$ cat src/rtl/div_pkg.sv
// Shared types and helpers for the sequential restoring divider.
package div_pkg;

    typedef enum logic [1:0] {
        IDLE = 2'd0,
        CALC = 2'd1,
        FIX  = 2'd2,
        DONE = 2'd3
    } state_e;

    localparam int DIV_WIDTH = 32;

    // Bits needed to hold values 0..value-1; used to size the step counter.
    function automatic int clog2(input int value);
        int result;
        result = 0;
        for (int i = 0; i < 31; i++) begin
            if ((1 << i) < value) begin
                result = i + 1;
            end
        end
        return result;
    endfunction

endpackage

$ cat src/rtl/div_step.sv
// One restoring division step: shift in the next dividend bit, trial-subtract the divisor.
module div_step #(
    parameter int WIDTH = 32
) (
    input  logic [WIDTH-1:0] remIn_i,
    input  logic             dividendBit_i,
    input  logic [WIDTH-1:0] divisorMag_i,
    output logic [WIDTH-1:0] remOut_o,
    output logic             quoBit_o
);

    logic [WIDTH:0]   shifted;
    logic [WIDTH+1:0] trial;
    logic             borrow;
    logic             unusedTrialBit;

    assign shifted        = {remIn_i, dividendBit_i};
    assign trial          = {1'b0, shifted} - {2'b00, divisorMag_i};
    assign borrow         = trial[WIDTH+1];
    assign unusedTrialBit = trial[WIDTH];

    // Either result is below the divisor magnitude, so the low WIDTH bits suffice.
    assign quoBit_o = ~borrow;
    assign remOut_o = borrow ? shifted[WIDTH-1:0] : trial[WIDTH-1:0];

endmodule

$ cat src/rtl/seq_divider.sv
// Iterative radix-2 restoring divider, signed or unsigned, one quotient bit per cycle.
// Optional macro SEQ_DIVIDER_ZERO_SKIP_EN shortens the run when the divisor is zero.
module seq_divider
    import div_pkg::*;
#(
    parameter int WIDTH = DIV_WIDTH
) (
    input  logic             clk,
    input  logic             rst,
    input  logic             start,
    input  logic             signed_op,
    input  logic [WIDTH-1:0] dividend,
    input  logic [WIDTH-1:0] divisor,
    output logic             busy,
    output logic             done,
    output logic [WIDTH-1:0] quotient,
    output logic [WIDTH-1:0] remainder,
    output logic             div_by_zero,
    output logic             overflow
);

    localparam int               CW       = clog2(WIDTH + 1);
    localparam logic [CW-1:0]    CNT_INIT = CW'(WIDTH);
    localparam logic [WIDTH-1:0] MIN_INT  = {1'b1, {(WIDTH-1){1'b0}}};

    state_e           state_q, state_d;
    logic [CW-1:0]    count_q, count_d;
    logic [WIDTH-1:0] partRem_q, partRem_d;
    logic [WIDTH-1:0] quoAcc_q, quoAcc_d;
    logic [WIDTH-1:0] dividend_q, dividend_d;
    logic [WIDTH-1:0] divisor_q, divisor_d;
    logic [WIDTH-1:0] divisorMag_q, divisorMag_d;
    logic             signedOp_q, signedOp_d;
    logic [WIDTH-1:0] quotient_q, quotient_d;
    logic [WIDTH-1:0] remainder_q, remainder_d;
    logic             divByZero_q, divByZero_d;
    logic             overflow_q, overflow_d;
    logic [WIDTH-1:0] stepRem;
    logic             stepBit;
    logic             negQuo, negRem;

    // MIN_INT maps onto itself, which is exactly 2^(WIDTH-1) read as unsigned.
    function automatic logic [WIDTH-1:0] magnitude(input logic [WIDTH-1:0] value,
                                                   input logic isSigned);
        return (isSigned && value[WIDTH-1]) ? -value : value;
    endfunction

    div_step #(.WIDTH(WIDTH)) u_step (
        .remIn_i      (partRem_q),
        .dividendBit_i(quoAcc_q[WIDTH-1]),
        .divisorMag_i (divisorMag_q),
        .remOut_o     (stepRem),
        .quoBit_o     (stepBit)
    );

    assign negQuo = signedOp_q && (dividend_q[WIDTH-1] ^ divisor_q[WIDTH-1]);
    assign negRem = signedOp_q && dividend_q[WIDTH-1];

    always_ff @(posedge clk or posedge rst) begin
        if (rst) begin
            state_q      <= IDLE;
            count_q      <= '0;
            partRem_q    <= '0;
            quoAcc_q     <= '0;
            dividend_q   <= '0;
            divisor_q    <= '0;
            divisorMag_q <= '0;
            signedOp_q   <= 1'b0;
            quotient_q   <= '0;
            remainder_q  <= '0;
            divByZero_q  <= 1'b0;
            overflow_q   <= 1'b0;
        end else begin
            state_q      <= state_d;
            count_q      <= count_d;
            partRem_q    <= partRem_d;
            quoAcc_q     <= quoAcc_d;
            dividend_q   <= dividend_d;
            divisor_q    <= divisor_d;
            divisorMag_q <= divisorMag_d;
            signedOp_q   <= signedOp_d;
            quotient_q   <= quotient_d;
            remainder_q  <= remainder_d;
            divByZero_q  <= divByZero_d;
            overflow_q   <= overflow_d;
        end
    end

    always_comb begin
        state_d      = state_q;
        count_d      = count_q;
        partRem_d    = partRem_q;
        quoAcc_d     = quoAcc_q;
        dividend_d   = dividend_q;
        divisor_d    = divisor_q;
        divisorMag_d = divisorMag_q;
        signedOp_d   = signedOp_q;
        quotient_d   = quotient_q;
        remainder_d  = remainder_q;
        divByZero_d  = divByZero_q;
        overflow_d   = overflow_q;

        case (state_q)
            IDLE: begin
                if (start) begin
                    dividend_d   = dividend;
                    divisor_d    = divisor;
                    signedOp_d   = signed_op;
                    partRem_d    = '0;
                    quoAcc_d     = magnitude(dividend, signed_op);
                    divisorMag_d = magnitude(divisor, signed_op);
                    count_d      = CNT_INIT;
`ifdef SEQ_DIVIDER_ZERO_SKIP_EN
                    // An empty counter makes CALC hand straight over to FIX.
                    if (divisor == '0) begin
                        count_d = '0;
                    end
`endif
                    state_d = CALC;
                end
            end
            CALC: begin
                if (count_q == '0) begin
                    state_d = FIX;
                end else begin
                    partRem_d = stepRem;
                    quoAcc_d  = {quoAcc_q[WIDTH-2:0], stepBit};
                    count_d   = count_q - 1'b1;
                end
            end
            FIX: begin
                if (divisor_q == '0) begin
                    quotient_d  = '1;
                    remainder_d = dividend_q;
                    divByZero_d = 1'b1;
                    overflow_d  = 1'b0;
                end else begin
                    quotient_d  = negQuo ? -quoAcc_q : quoAcc_q;
                    remainder_d = negRem ? -partRem_q : partRem_q;
                    divByZero_d = 1'b0;
                    overflow_d  = signedOp_q && (dividend_q == MIN_INT) && (divisor_q == '1);
                end
                state_d = DONE;
            end
            DONE: begin
                state_d = IDLE;
            end
            default: begin
                state_d = IDLE;
            end
        endcase
    end

    assign busy        = (state_q != IDLE);
    assign done        = (state_q == DONE);
    assign quotient    = quotient_q;
    assign remainder   = remainder_q;
    assign div_by_zero = divByZero_q;
    assign overflow    = overflow_q;

endmodule

$ cat config.mk
export PLATFORM = sky130hd
export DESIGN_NAME = seq_divider
export DESIGN_NICKNAME = d
export VERILOG_FILES = /design/src/rtl/div_pkg.sv /design/src/rtl/div_step.sv /design/src/rtl/seq_divider.sv
export SDC_FILE = /design/constraint.sdc
export NUM_CORES = 1
export LEC_CHECK = 0
export ABC_AREA = 1
export CAP_MARGIN = 20
export CORE_AREA = 2 2 234 236
export CTS_BUF_LIST = sky130_fd_sc_hd__clkbuf_4 sky130_fd_sc_hd__clkbuf_8
export DETAILED_ROUTE_END_ITERATION = 7
export DIE_AREA = 0 0 236 238
export GPL_ROUTABILITY_DRIVEN = 0
export PLACE_DENSITY = 0.48
export SLEW_MARGIN = 20
export SYNTH_ARGS = -nofsm -noshare
export SYNTH_HDL_FRONTEND = slang
export SYNTH_SLANG_ARGS = --single-unit
export TNS_END_PERCENT = 10
$ cat constraint.sdc
create_clock -name clk -period 11.5 [get_ports clk]
set_clock_uncertainty 0.05 [all_clocks]
set_input_delay 1.15 -clock clk [delete_from_list [all_inputs] [get_ports clk]]
set_output_delay 1.15 -clock clk [all_outputs]
set_load 0.01 [all_outputs]
After elaboration in Yosys (flattened, before gate mapping)
Index checks and enable logic that the tools add are counted.

storage, ports and cells
  logic and storage cells = 63
  bits of input ports = 68
  flip-flop bits (word level) = 235
  output and inout port bits = 68

operators by class
  add/sub/neg operators = 6
  muxes and demuxes = 21
  equal/unequal tests = 8
  reduce and logical (&&, ||, !) cells = 14
  bitwise gates (word level) = 2

operators by type and width
  operator                                                             number
  32-bit 2-to-1 mux                                                    11
  32-bit negator                                                       4
  32-bit one-hot mux with 2 select lines                               2
  32-bit == test (second input constant)                               2
  33-bit by 32-bit subtractor with 34-bit output                       1
  32-bit logical NOT                                                   1
  6-bit 2-to-1 mux                                                     2
  6-bit one-hot mux with 2 select lines                                1
  2-bit one-hot mux with 4 select lines                                1
  1-bit logical AND                                                    6
  6-bit logical NOT                                                    1
  2-bit != test (second input constant)                                3
  6-bit by 1-bit subtractor with 6-bit output (second input constant)  1
  2-bit == test (second input constant)                                2
  2-bit 2-to-1 mux                                                     2
  2-bit AND reduction                                                  2
  2-bit nonzero test                                                   2
  3-bit AND reduction                                                  1
  2-bit by 1-bit == test with 1-bit output (second input constant)     1
  2-bit logical NOT                                                    1
  1-bit 2-to-1 mux                                                     2
  1-bit inverter                                                       1
  1-bit XOR                                                            1

Logic depth before layout (Yosys ltp)
  word-level depth = 4
  mapped depth = 16
  depth with buffers taken out = 16

By module
A second synthesis with hierarchy kept.

unflattened totals
  cell total of the unflattened synthesis = 2632
  area total of the unflattened synthesis = 16658.5 um2

by module, submodules not included
  module       area each (um2)  sequential area each (um2)  cells each  instances
  seq_divider  13533.0          5855.6                      1993        1
  div_step     3125.5           0.0                         639         1

Worst setup path after synthesis
No wires, ideal clock.

  path kind = input port to flip-flop
  start point = in divisor[1]
  end point = reg divisorMag_q[24]
  library setup time = 126 ps
  data required time = 11324 ps
  slack = 8981 ps
  data arrival time = 2343 ps
  buffers on the path = 0
  stages = 10
  cells stage by stage = inv_1 ha_1 inv_1 nor3_2 nand4_1 or2_2 nor2_1 nand3_1 nand2_1 o21ai_0

between the ends
  longest elaborated chain between the ends = 2

ends and longest elaborated chain
  what                  RTL line           source
  from (decl)           seq_divider.sv:13  input logic [WIDTH-1:0] divisor,
  32-bit negator        seq_divider.sv:45  return (isSigned && value[WIDTH-1]) ? -value : value;
  32-bit 2-to-1 mux     seq_divider.sv:45
  to (signal assigned)  seq_divider.sv:80  divisorMag_q <= divisorMag_d;
  to (decl)             seq_divider.sv:32  logic [WIDTH-1:0] divisorMag_q, divisorMag_d;

Every way passes these cells.
A chain may end at the register's enable or synchronous reset.

Worst setup path in the final report
  start point = in start
  end point = reg count_q[4]

between the ends
  longest elaborated chain between the ends = 2

ends and longest elaborated chain
  what                           RTL line           source
  from (decl)                    seq_divider.sv:10  input logic start,
  2-bit != test (no line)        --
  3-bit AND reduction (no line)  --
  to (signal assigned)           seq_divider.sv:75  count_q <= count_d;
  to (decl)                      seq_divider.sv:27  logic [CW-1:0] count_q, count_d;

Every way passes these cells.

==> reports/metrics.cfg <==
[routing]
routed-via-count = 16000
wl_mm = 56.6
ant_nets = 0
dr.pass1.iters = 6
drtIter0Drc = 1322
wire_per_inst_um = 17.4
drc_errors = 0
vias_per_cell = 4.93

[critical_path]
end_kind = flip-flop
critPathMaxFanout = 92
critPathSlowestCell = clkinv_2
crit_type = input pin to flip-flop
start_kind = input pin
path_cells = clkdlybuf4s50_1 -> nand2_2 -> buf_4 -> nor2_1 -> inv_1 -> nand2_2 -> clkinv_2 -> nor2_1 -> nand2_1 -> o21ai_0 -> a21oi_1
critPathRequiredTime_ns = 11.94
cp_slowest_stage_delay_ns = 0.84
critical_path_arrival_ns = 5.32

[clock_tree]
postCtsResizedCells = 0
clock_sinks = 234
cts_tree = built
numCtsBuffers = 45
clkTransAtPathRegs_ns = 0.06
clk_path_buf_depth = 3
cts_max_level = 2
holdBufCountCts = 0
root_buffer = clkbuf_8
clkLatencyLatePin_ns = 0.63
post-cts-setup-buffers = 0

[die]
start_util = 0.298
num_rows = 85
io-pin-count = 136
die_area_um2 = 56200
die_h_um = 238
die_w_um = 236
core_region_area_um2 = 53500

[synth]
yosysTopAreaCell = dfrtp_1
synth_area_leaders = dfrtp_1 (37%), nand2_1 (19%), nand3_1 (8.0%), inv_1 (8.0%), o21ai_0 (4.9%)
synth_ff_type = dfrtp_1
syn-cell-area_um2 = 15900
yosysWarnings = 0
synth_most_common_cell = nand2_1
ys_seq_elements = 234
synth_edf_count = 0
synth_common_cells = nand2_1 (806), inv_1 (341), nand3_1 (256), dfrtp_1 (234), nor2_1 (181)
yosysTopAreaCellShare = 0.368
synthArstFlopShare = 1.00
syn_avg_cell_area_um2 = 6.64
yosysSeqAreaShare = 0.368
netlist_instances = 2398
synth_nets = 2510
yosysUniqueCellTypes = 50

[timing]
worst_pin_slew_ns = 1.00
maxSlewHeadroom = 0.332
max_freq_mhz = 205
finalHoldViolCount = 0
setup_slack_ns = 6.63
final.setup.tns_ns = 0
finalSetupViolCount = 0
maxSlewViolCount = 0
rsz0062_at_grt = false
fin_crit_sh = 0.424
min_period_ns = 4.87

[power_and_ir_drop]
power.density_nw_per_um2 = 311
ir_worst_vdd_mv = 0.106
p_leak_nw = 9.50

[final_layout]
synthToLayoutAreaGrowth_pct = 18.7
drive_above_1_share = 0.0595
regArea_um2 = 5860
final_nets = 2632
multiInputGateArea_um2 = 8420
fill_cells = 5830

[global_routing]
grt_max_degree = 120
track_usage = 0.201
grt_pass1_vias = 15200
grt_pass1_wl_mm = 88.0
grt-ovfl-total = 0
antenna_found_initial = 1

[placement]
io_buffers = 135
dp_hpwl_mm = 43.5
pre_cts_slack_ns = 6.26

[run]
max_cap_viol_count = 0

[min_path]
min_path_type = flip-flop to flip-flop

[outcome]
status = finished clean

[per-layer routing]
layer  routed length [µm]  track usage  vias to the layer above
met2                24400        0.307                      440
li1                     -            -                     7920
met1                27900        0.296                     7586
met5                    0            0                        -
met3                 3130       0.0286                       78
met4                 1180       0.0504                        0
[critical path, delay by kind of cell]
kind	cells	cell delay, ns
AND/OR/NAND/NOR	5	1.76
buffers and inverters	4	2.16
AO/OA/AOI/OAI	2	0.23
[report_power, final]
group	total (mW)	internal (mW)	switching (mW)
combinational	3.39	1.17	2.21
sequential	1.56	1.21	0.345
clock	0.933	0.536	0.397
total	5.88	2.92	2.96
[cells by family after synthesis]
logic type,Yosys count,share of synthesized area
buf+inv,423,0.104
fa+ha+maj,44,0.0350
compound gates,279,0.0981
flops,234,0.368
xor+xnor,41,0.0226
simple gates,1377,0.372
[placed cells by master (no fill, tap or decap), types with 11 or more instances in the layout]
master / count
nand3_1: 256
a21oi_1: 49
nand2_1: 805
clkbuf_8: 54
nor4_1: 13
inv_1: 340
o21ai_0: 156
a31oi_1: 15
clkdlybuf4s50_1: 135
o221ai_1: 11
clkbuf_4: 20
xor2_1: 27
nor3_1: 15
ha_1: 43
nand4_1: 42
dfrtp_1: 234
nor2_1: 180
buf_4: 11
xnor2_1: 14
[layout make-up]
cell class | instances | share of cell area
multi-input cells | 1741 | 0.445
clock buffers | 74 | 0.0472
well taps | 696 | 0.0461
flip-flops and latches | 234 | 0.310
repair buffers | 146 | 0.0758
diodes | 1 | 0.000132
inverters | 352 | 0.0704
clock inverters | 9 | 0.00562
[worst paths after layout]
| path | from | depth (start not counted) | slack [ns] | end |
|---|---|---|---|---|
| worst max register to register | state_q[0] | 12 | 6.95 | count_q[4] |
| worst max-delay path | start | 11 | 6.63 | count_q[4] |
| worst min-delay path | quotient[17] | 2 | 0.43 | quotient[17] |
| min in group asynchronous | rst | 2 | 1.07 | quotient[27] |
| worst min register to register | quotient[17] | 2 | 0.43 | quotient[17] |
| max in group asynchronous | rst | 4 | 8.19 | divisorMag_q[1] |
[registers in the layout (all words and copies together) (netlist names)]
register	flops
divisor_q	32
remainder	32
partRem_q	32
state_q	2
div_by_zero	1
quoAcc_q	32
overflow	1
quotient	32
divisorMag_q	31
dividend_q	32
count_q	6
signedOp_q	1
[through the flow]
stage	std cells	util	cell area [µm²]	power, mW	hold slack, ns
2_1_floorplan	2398	-	15900	3.83	0.401
3_3_place_gp	3169	0.335	17900	4.91	0.415
3_5_place_dp	3169	0.335	17900	4.93	0.420
4_1_cts	3252	0.353	18900	5.90	0.433
5_1_grt	3253	0.353	18900	6.42	0.453
6_report	3253	0.353	18900	5.88	0.430
Power figures use the tool's default switching activity.
